<file path="src/rtl/registro_pkg.sv">
// registro_pkg: shared definitions for the VGA time/date register bank.
//   - field index constants (sec, min, hour, day, month, year)
//   - action type decoded each cycle by the bank
//   - per-field BCD limits and a BCD digit validity check
package registro_pkg;

    localparam int unsigned CAMPO_SEG  = 0;
    localparam int unsigned CAMPO_MIN  = 1;
    localparam int unsigned CAMPO_HORA = 2;
    localparam int unsigned CAMPO_DIA  = 3;
    localparam int unsigned CAMPO_MES  = 4;
    localparam int unsigned CAMPO_ANO  = 5;

    typedef enum logic [1:0] {
        ACC_NINGUNA,
        ACC_CAPTURA,
        ACC_ESCRITURA,
        ACC_PASO
    } accion_t;

    // Smallest legal BCD value for a field; indices past the year behave like the year.
    function automatic logic [7:0] campo_min(input int unsigned idx);
        case (idx)
            CAMPO_DIA, CAMPO_MES: return 8'h01;
            default:              return 8'h00;
        endcase
    endfunction

    // Largest legal BCD value for a field.
    function automatic logic [7:0] campo_max(input int unsigned idx);
        case (idx)
            CAMPO_SEG, CAMPO_MIN: return 8'h59;
            CAMPO_HORA:           return 8'h23;
            CAMPO_DIA:            return 8'h31;
            CAMPO_MES:            return 8'h12;
            default:              return 8'h99;
        endcase
    endfunction

    function automatic logic bcd_valido(input logic [7:0] v);
        return (v[7:4] <= 4'd9) && (v[3:0] <= 4'd9);
    endfunction

endpackage

</file>
<file path="src/rtl/bcd_paso.sv">
// bcd_paso: combinational two-digit BCD increment/decrement with wrap.
//   valor     current field value
//   vmin/vmax legal range of the field
//   subir     1 = +1, 0 = -1
//   siguiente stepped value (vmin when valor is not BCD)
//   invalido  1 when valor is not a valid BCD pair
module bcd_paso
    import registro_pkg::*;
(
    input  logic [7:0] valor,
    input  logic [7:0] vmin,
    input  logic [7:0] vmax,
    input  logic       subir,
    output logic [7:0] siguiente,
    output logic       invalido
);

    always_comb begin
        siguiente = vmin;
        invalido  = 1'b0;
        if (!bcd_valido(valor)) begin
            invalido = 1'b1;
        end else if (subir) begin
            if (valor >= vmax)
                siguiente = vmin;
            else if (valor[3:0] == 4'd9)
                siguiente = {valor[7:4] + 4'd1, 4'd0};
            else
                siguiente = {valor[7:4], valor[3:0] + 4'd1};
        end else begin
            if (valor <= vmin)
                siguiente = vmax;
            else if (valor[3:0] == 4'd0)
                siguiente = {valor[7:4] - 4'd1, 4'd9};
            else
                siguiente = {valor[7:4], valor[3:0] - 4'd1};
        end
    end

endmodule

</file>
<file path="src/rtl/registro_banco_vga.sv">
// registro_banco_vga: bank of BCD time/date fields feeding the VGA text renderer.
//   clk, reset(active-low, async)
//   seleccion   1 = RTC capture source, 0 = user edit source
//   EN_deco     global enable for load/step/commit
//   EN / ACT    edit write strobe / RTC capture strobe
//   addr, dseg  target field index and BCD data
//   inc, dec    edit step on field addr
//   commit      request write-back toward the RTC write FSM
//   dato_bus    all fields, field i at [i*W +: W] (registered)
//   dirty       per-field edited flag
//   commit_req  one-cycle pulse; commit_mask holds the dirty snapshot
//   err         one-cycle pulse on a rejected action
//   blink_mask  1 = render field, 0 = blank (edited field blinks)
module registro_banco_vga
    import registro_pkg::*;
#(
    parameter  int unsigned N_CAMPOS  = 6,
    parameter  int unsigned W         = 8,
    parameter  int unsigned BLINK_DIV = 25_000_000,
    localparam int unsigned AW        = $clog2(N_CAMPOS)
)(
    input  logic                  clk,
    input  logic                  reset,
    input  logic                  seleccion,
    input  logic                  EN_deco,
    input  logic                  EN,
    input  logic                  ACT,
    input  logic [AW-1:0]         addr,
    input  logic [W-1:0]          dseg,
    input  logic                  inc,
    input  logic                  dec,
    input  logic                  commit,
    output logic [N_CAMPOS*W-1:0] dato_bus,
    output logic [N_CAMPOS-1:0]   dirty,
    output logic                  commit_req,
    output logic [N_CAMPOS-1:0]   commit_mask,
    output logic                  err,
    output logic [N_CAMPOS-1:0]   blink_mask
);

    localparam int unsigned CW   = $clog2(BLINK_DIV);
    localparam logic [AW:0] NLIM = (AW+1)'(N_CAMPOS);
    localparam logic [CW-1:0] TC = CW'(BLINK_DIV - 1);

    logic [W-1:0]        campo [N_CAMPOS];
    logic [W-1:0]        cur;
    logic                addr_ok;
    logic [7:0]          vmin, vmax;
    logic [7:0]          paso_sig;
    logic                paso_inv;
    logic                acepta;
    accion_t             accion;
    logic                commit_go;

    logic                escribir;
    logic [W-1:0]        valor_nuevo;
    logic                err_d;
    logic                marca;
    logic                limpia;
    logic                reinicia;
    logic [N_CAMPOS-1:0] dirty_mod;

    logic [CW-1:0]       cnt;
    logic                fase;

    assign addr_ok = {1'b0, addr} < NLIM;
    assign vmin    = campo_min(32'(addr));
    assign vmax    = campo_max(32'(addr));
    assign acepta  = bcd_valido(8'(dseg)) && (8'(dseg) >= vmin) && (8'(dseg) <= vmax);

    always_comb begin
        cur = '0;
        if (addr_ok)
            cur = campo[addr];
    end

    bcd_paso u_paso (
        .valor     (8'(cur)),
        .vmin      (vmin),
        .vmax      (vmax),
        .subir     (inc),
        .siguiente (paso_sig),
        .invalido  (paso_inv)
    );

    // Capture beats edit write beats step; inc together with dec is no action.
    always_comb begin
        accion = ACC_NINGUNA;
        if (EN_deco) begin
            if (seleccion && ACT)
                accion = ACC_CAPTURA;
            else if (!seleccion && EN)
                accion = ACC_ESCRITURA;
            else if (!seleccion && (inc ^ dec))
                accion = ACC_PASO;
        end
    end

    assign commit_go = EN_deco && !seleccion && commit;

    always_comb begin
        escribir    = 1'b0;
        valor_nuevo = '0;
        err_d       = 1'b0;
        marca       = 1'b0;
        limpia      = 1'b0;
        reinicia    = 1'b0;
        case (accion)
            ACC_CAPTURA: begin
                if (addr_ok) begin
                    escribir    = 1'b1;
                    valor_nuevo = dseg;
                    limpia      = 1'b1;
                end else begin
                    err_d = 1'b1;
                end
            end
            ACC_ESCRITURA: begin
                if (addr_ok && acepta) begin
                    escribir    = 1'b1;
                    valor_nuevo = dseg;
                    marca       = 1'b1;
                    reinicia    = 1'b1;
                end else begin
                    err_d = 1'b1;
                end
            end
            ACC_PASO: begin
                if (addr_ok) begin
                    escribir    = 1'b1;
                    valor_nuevo = W'(paso_sig);
                    marca       = 1'b1;
                    reinicia    = 1'b1;
                    err_d       = paso_inv;
                end else begin
                    err_d = 1'b1;
                end
            end
            default: ;
        endcase
    end

    // Dirty vector including this cycle's edit, so a same-cycle commit sees it.
    always_comb begin
        dirty_mod = dirty;
        if (marca)
            dirty_mod[addr] = 1'b1;
        if (limpia)
            dirty_mod[addr] = 1'b0;
    end

    always_ff @(posedge clk or negedge reset) begin
        if (!reset) begin
            for (int unsigned i = 0; i < N_CAMPOS; i++)
                campo[i] <= W'(campo_min(i));
            dirty       <= '0;
            commit_req  <= 1'b0;
            commit_mask <= '0;
            err         <= 1'b0;
        end else begin
            if (escribir)
                campo[addr] <= valor_nuevo;
            err        <= err_d;
            commit_req <= commit_go;
            if (commit_go) begin
                commit_mask <= dirty_mod;
                dirty       <= '0;
            end else begin
                dirty <= dirty_mod;
            end
        end
    end

    always_ff @(posedge clk or negedge reset) begin
        if (!reset) begin
            cnt  <= '0;
            fase <= 1'b1;
        end else if (seleccion || reinicia) begin
            cnt  <= '0;
            fase <= 1'b1;
        end else if (cnt == TC) begin
            cnt  <= '0;
            fase <= ~fase;
        end else begin
            cnt <= cnt + 1'b1;
        end
    end

    always_comb begin
        blink_mask = '1;
        if (!seleccion && addr_ok)
            blink_mask[addr] = fase;
    end

    always_comb begin
        dato_bus = '0;
        for (int unsigned i = 0; i < N_CAMPOS; i++)
            dato_bus[i*W +: W] = campo[i];
    end

endmodule
</file>
<file path="config.mk">
export PLATFORM = sky130hd
export DESIGN_NAME = registro_banco_vga
export DESIGN_NICKNAME = d
export VERILOG_FILES = /design/src/rtl/registro_pkg.sv /design/src/rtl/bcd_paso.sv /design/src/rtl/registro_banco_vga.sv
export SDC_FILE = /design/constraint.sdc
export NUM_CORES = 1
export LEC_CHECK = 0
export BUFFER_PORTS_ARGS = -buffer_cell sky130_fd_sc_hd__buf_2
export CAP_MARGIN = 20
export CORE_MARGIN = 2
export CORE_UTILIZATION = 40
export DETAILED_ROUTE_END_ITERATION = 7
export GPL_ROUTABILITY_DRIVEN = 0
export PLACE_DENSITY_LB_ADDON = 0.3
export SYNTH_ARGS = -nofsm -noshare
export SYNTH_HDL_FRONTEND = slang
export SYNTH_SLANG_ARGS = --single-unit
</file>
<file path="constraint.sdc">
create_clock -name clk -period 4.8 [get_ports clk]
set_clock_uncertainty 0.05 [all_clocks]
set_input_delay 0.96 -clock clk [delete_from_list [all_inputs] [get_ports clk]]
set_output_delay 0.96 -clock clk [all_outputs]
set_load 0.01 [all_outputs]
</file>
After elaboration in Yosys (flattened, before gate mapping)
Cells that the tools add are included.
{"block": "classes", "bitwise_logic": 7, "eq_ne": 9, "reduce_logical": 21, "n_mux": 43, "order_cmp": 13, "n_addsub": 5}
{"operator": "2-to-1 mux 8 bit", "n": 13}
{"operator": "2-to-1 mux 25 bit", "n": 2}
{"operator": "bitwise mux 48 bit", "n": 1}
{"operator": "case mux 8 bit (4 select lines)", "n": 1}
{"operator": "adder 25 x 1 -> 25 bit (second input constant)", "n": 1}
{"operator": "equality test 25 bit (second input constant)", "n": 1}
{"operator": "binary-select mux 8 bit (select 3 bit)", "n": 1}
{"operator": "demux 8 bit (select 3 bit)", "n": 1}
{"operator": "2-to-1 mux 6 bit", "n": 4}
{"operator": "case mux 8 bit (3 select lines)", "n": 1}
{"operator": "greater-or-equal comparator 8 bit", "n": 2}
{"operator": "less-or-equal comparator 4 bit (second input constant)", "n": 4}
{"operator": "logical AND 1 bit", "n": 13}
{"operator": "bitwise OR 6 bit", "n": 2}
{"operator": "2-to-1 mux 1 bit", "n": 11}
{"operator": "adder 4 x 1 -> 4 bit (second input constant)", "n": 2}
{"operator": "less-or-equal comparator 8 x 1 -> 1 bit", "n": 1}
{"operator": "less-or-equal comparator 8 bit", "n": 1}
{"operator": "2-to-1 mux 2 bit", "n": 4}
{"operator": "subtractor 4 x 1 -> 4 bit (second input constant)", "n": 2}
{"operator": "AND 6 bit", "n": 1}
{"operator": "equality test 3 x 2 -> 1 bit (second input constant)", "n": 2}
{"operator": "NOT 6 bit", "n": 1}
{"operator": "OR reduction 2 bit", "n": 3}
{"operator": "other kinds (21)", "n": 23}
{"block": "word_totals", "regBits": 88, "input_bits": 20, "output_inout_bits": 68, "word_cells": 110}

Logic depth before layout (Yosys ltp)
{"block": "logic_depth", "depth_word": 13, "ltp_mapped": 16, "depth_no_buf": 13}

By module
A second synthesis with hierarchy kept.
{"block": "unflattened", "cells_unflattened": 584, "area_unflattened_um2": 5830.6}
{"mod": "registro_banco_vga", "instances": 1, "cells_per_inst": 451, "seq_area_each_um2": 2205.9, "area_per_inst_um2": 4819.6}
{"mod": "bcd_paso", "instances": 1, "cells_per_inst": 133, "seq_area_each_um2": 0.0, "area_per_inst_um2": 1011.0}

Least setup slack after synthesis
Ideal clock, no wire load.
{"block": "synth_path", "path_type": "input port to flip-flop", "start": "input addr[0]", "end": "register campo (netlist bit dato_bus[5])", "required_time_ns": 4.613, "setup_slack_ns": 0.277, "cell_stages": 16, "path_buffers": 5, "setup_time_ns": 0.137, "arrival_ns": 4.336, "cell_sequence": "buf_2 buf_2 buf_2 buf_2 nand2_1 nand2_1 ha_1 or4b_2 o41ai_1 a211oi_1 o311a_1 or2_1 buf_2 and2_1 a211oi_2 a21oi_1"}
{"block": "synth_between", "elab_chain_len": 13, "elab_cells_between_ends": 48, "classes_between": "2 x add/sub; 9 x order compare; 5 x eq/ne; 22 x mux; 1 x bitwise; 9 x reduce/logical"}
{"item": "start: declaration", "line_no": "registro_banco_vga.sv:28", "rtl": "input logic [AW-1:0] addr,"}
{"item": "NOT 3 -> 4 bit (implied by the code)", "line_no": "registro_banco_vga.sv:74, registro_banco_vga.sv:162"}
{"item": "binary-select mux 8 bit (select 3 bit)", "line_no": "registro_banco_vga.sv:74", "rtl": "cur = campo[addr];"}
{"item": "2-to-1 mux 8 bit (implied by the code) (2 in series)", "line_no": "registro_banco_vga.sv:74"}
{"item": "2-to-1 mux 8 bit", "line_no": "registro_banco_vga.sv:73", "rtl": "if (addr_ok)"}
{"item": "subtractor 4 x 1 -> 4 bit (tied with other cells)", "line_no": "bcd_paso.sv:34", "rtl": "siguiente = {valor[7:4] - 4'd1, 4'd9};"}
{"item": "2-to-1 mux 8 bit, on equally long branches", "line_no": "bcd_paso.sv:33, bcd_paso.sv:26"}
{"item": "2-to-1 mux 8 bit, on equally long branches", "line_no": "bcd_paso.sv:31, bcd_paso.sv:24"}
{"item": "2-to-1 mux 8 bit", "line_no": "bcd_paso.sv:23", "rtl": "end else if (subir) begin"}
{"item": "2-to-1 mux 8 bit", "line_no": "bcd_paso.sv:21", "rtl": "if (!bcd_valido(valor)) begin"}
{"item": "2-to-1 mux 8 bit", "line_no": "registro_banco_vga.sv:129", "rtl": "if (addr_ok) begin"}
{"item": "case mux 8 bit (3 select lines)", "line_no": "registro_banco_vga.sv:108", "rtl": "case (accion)"}
{"item": "bitwise mux 48 bit", "line_no": "registro_banco_vga.sv:162", "rtl": "campo[addr] <= valor_nuevo;"}
{"item": "end signal: indexed assignment", "line_no": "registro_banco_vga.sv:155", "rtl": "campo[i] <= W'(campo_min(i));"}
{"item": "end signal: indexed assignment", "line_no": "registro_banco_vga.sv:162"}
{"item": "end: declaration", "line_no": "registro_banco_vga.sv:45", "rtl": "logic [W-1:0] campo [N_CAMPOS];"}
Several ways; a longest one is shown, not always the timed one. The select of a mux whose other input is x is not followed.
A chain may end at the register's enable or synchronous reset.

Worst setup path after layout
{"block": "layout_path", "start": "input addr[2]", "end": "register campo (netlist bit dato_bus[47])"}
Same word-level chain as after synthesis.

==> results.sh <==
export IMPL_met2_length_um=7879
export IMPL_antenna_found_initial=0
export IMPL_yosys_area_top_type="dfrtp_1"
export IMPL_post_synth_main_area_contributors="dfrtp_1 (40%), nor2_1 (5.5%), nand2_1 (5.3%), ha_1 (5.1%), a21oi_1 (4.3%)"
export IMPL_drt_iter0_markers=412
export IMPL_synthCells=599
export IMPL_overflow=0
export IMPL_maxCapViolations=0
export IMPL_post_cts_buffers=0
export IMPL_hold_buffers=0
export IMPL_synth_fa_ha_area_share_pct=5.139
export IMPL_drive_above_1_share_pct=21.81
export IMPL_synth_top_family_by_area="simple AND/OR/NAND/NOR gates"
export IMPL_slowest_delay_ns=0.59
export IMPL_first_pass_iters=5
export IMPL_clock_path_buffers=2
export IMPL_clk_latency_ns=0.34
export IMPL_dp_hpwl_um=12000
export IMPL_multi_input_area_um2=2967
export IMPL_top_layer="met4"
export IMPL_crit_chain="buf_2 > buf_4 > and3b_1 > nand2_1 > o211ai_1 > inv_1 > ha_1 > o221ai_1 > a22oi_4 > nand2_1 > nor2_1 > a221oi_2 > o21ai_0"
export IMPL_final_max_slew_viol_count=0
export IMPL_start_util_pct=40.77
export IMPL_synth_area_um2=5356
export IMPL_synth_xor_area_share_pct=4.251
export IMPL_cts_root_buf="clkbuf_16"
export IMPL_muxShareOfSynthArea_pct=2.219
export IMPL_yosysWarnings=0
export IMPL_setup_tns_ns=0
export IMPL_met3_length_um=893
export IMPL_cp_max_fo=22
export IMPL_post_cts_resized=0
export IMPL_tightest_slew_ns=0.8691
export IMPL_drc=0
export IMPL_status="complete, no violations"
export IMPL_synth_compound_area_share_pct=20.74
export IMPL_crit_arrival_ns=4.54
export IMPL_via_per_inst=5.663
export IMPL_crit_path_end_kind="register"
export IMPL_grt_use_total_pct=22.33
export IMPL_synth_seq_cells=88
export IMPL_num_vias=4944
export IMPL_wire_per_inst_um=18.03
export IMPL_cp_common_cell="nand2_1"
export IMPL_hold_viol=0
export IMPL_grt_pass1_wl_um=24950
export IMPL_grt_pass1_vias=4719
export IMPL_p_leak_nw=2.905
export IMPL_synth_top_area_share_pct=39.71
export IMPL_pwr_density_cell_nw_per_um2=375.3
export IMPL_antennaDiodeCount=0
export IMPL_yosysUniqueCellTypes=78
export IMPL_synth_most_common_cell="dfrtp_1"
export IMPL_area_delta_synth_final_pct=18.38
export IMPL_synth_main_ff_cell="dfrtp_1"
export IMPL_place_ws_ns=0.1415
export IMPL_crit_path_start_kind="input port"
export IMPL_die_y_um=119.7
export IMPL_wirelength_um=15740
export IMPL_yosys_area_share_simple_pct=23.03
export IMPL_holdCritPathClass="reg2reg"
export IMPL_crit_type="in2reg"
export IMPL_setup_viol=0
export IMPL_synth_commonest_cells="dfrtp_1 (85), nor2_1 (78), nand2_1 (76), a21oi_1 (46), o21ai_0 (24)"
export IMPL_cpMaxStageDelayCell="a221oi_2"
export IMPL_ir_drop_uv=195.4
export IMPL_slew_headroom_pct=41.80
export IMPL_nNetsFinal=734
export IMPL_timing_final_crit_share_pct=91.63
export IMPL_h_tree_depth=3
export IMPL_hold_ws_ns=0.4263
export IMPL_clkSlewWorstSetupHoldPaths_ns=0.06
export IMPL_numCtsBuffers=9
export IMPL_seq_area_um2=2206
export IMPL_grt_max_degree=47
export IMPL_route_layer_met1_wl_um=6397
export IMPL_rows=42
export IMPL_synth_async_reset_ratio_pct=100.0
export IMPL_ios=88
export IMPL_fillCellCount=1295
export IMPL_rsz0062_at_grt="no"
export IMPL_syn_nets=641
export IMPL_cts_tree="yes"
export IMPL_detail_route_antenna_nets=0
export IMPL_io_buffer_count=87
export IMPL_required_ns=4.94
export IMPL_fin_crit_ns=4.398
export IMPL_synth_edf_count=0
export IMPL_avgSynthCellArea_um2=8.942
export IMPL_setup_slack_ns=0.4016
export IMPL_fp_dieW_um=119.7
export IMPL_dieArea_um2=14330
export IMPL_seq_area_frac_synth_pct=41.18
export IMPL_core_area_um2=13140
export IMPL_clkSinkCount=88
export IMPL_max_freq_mhz=227.4
-- routing by layer --
layer | vias to the layer above | track usage (%)
li1 | 2344 | -
met1 | 2389 | 26.99
met2 | 170 | 38.18
met3 | 41 | 5.228
met4 | 0 | 9.338
met5 | - | 0
-- cell families (layout without fill, tap and decap cells) --
group,Yosys count,after routing
compound gates,161,161
fa+ha+maj,22,22
flops,88,88
mux,11,11
buf+inv,40,138
xor+xnor,26,26
simple gates,251,251
-- layout by cell type (no fill, tap or decap), drive strengths merged, types with 3 or more instances in the layout --
cell / netlist / routed
buf: 16 / 104
dfrtp: 85 / 85
nor2: 84 / 84
nand2: 76 / 76
a21oi: 46 / 46
o21ai: 40 / 40
ha: 22 / 22
inv: 18 / 18
xor2: 15 / 15
nand3: 15 / 15
clkbuf: 6 / 13
xnor2: 11 / 11
nor3: 10 / 10
nor2b: 8 / 8
mux2: 7 / 7
o21a: 7 / 7
or3: 7 / 7
and3: 7 / 7
o22ai: 7 / 7
a22oi: 7 / 7
a31oi: 6 / 6
nand4: 6 / 6
and2: 5 / 5
nor4bb: 5 / 5
o211ai: 5 / 5
a211oi: 5 / 5
nor3b: 4 / 4
nand2b: 4 / 4
mux2i: 4 / 4
nor4: 4 / 4
and4: 4 / 4
o31ai: 4 / 4
a221oi: 4 / 4
o211a: 3 / 3
a21o: 3 / 3
dfstp: 3 / 3
-- power by group --
part	internal, mW	switching (mW)
Combinational	0.277	0.405
Clock	0.470	0.285
Sequential	0.844	0.0984
Total	1.59	0.789
-- sequential cells by signal, summed over array words and instances, names as in the netlist --
name and cells:
err 1, commit_mask 6, dato_bus 48, fase 1, dirty 6, cnt 25, commit_req 1
-- per-stage QoR --
step           power [mW]  utilization (%)  instances  area (um2)
2_1_floorplan       1.361                -        599        5356
3_3_place_gp        1.614            45.87        857        6026
3_5_place_dp        1.629            45.87        857        6026
4_1_cts             2.390            48.27        873        6341
5_1_grt             2.505            48.27        873        6341
6_report            2.380            48.27        873        6341
-- critical path, delay by kind of cell --
family | cells | cell delay [ns]
AND/OR/NAND/NOR | 4 | 0.93
adder cells (fa/ha/maj) | 1 | 0.29
AO/OA/AOI/OAI | 5 | 1.63
buffers and inverters | 3 | 0.71
-- cell type report --
type	instances	area share, %
Clock buffer	13	3.946
Inverter	18	1.066
Tap cell	176	3.473
Multi-Input combinational cell	471	46.78
Sequential cell	88	34.79
Clock inverter	3	1.026
Timing Repair Buffer	104	8.919
-- path summary, 6_finish.rpt --
check	startpoint	end	slack (ns)	cells past startpoint
worst min-delay path	commit_mask[4]	commit_mask[4]	0.43	2
worst min register to register	commit_mask[4]	commit_mask[4]	0.43	2
min in group asynchronous	reset	dato_bus[12]	0.58	1
worst max-delay path	addr[2]	dato_bus[47]	0.40	13
max in group asynchronous	reset	cnt[21]	3.12	2
worst max register to register	dato_bus[1]	dato_bus[47]	1.15	11
No activity file was read; power rests on OpenSTA's default activity.
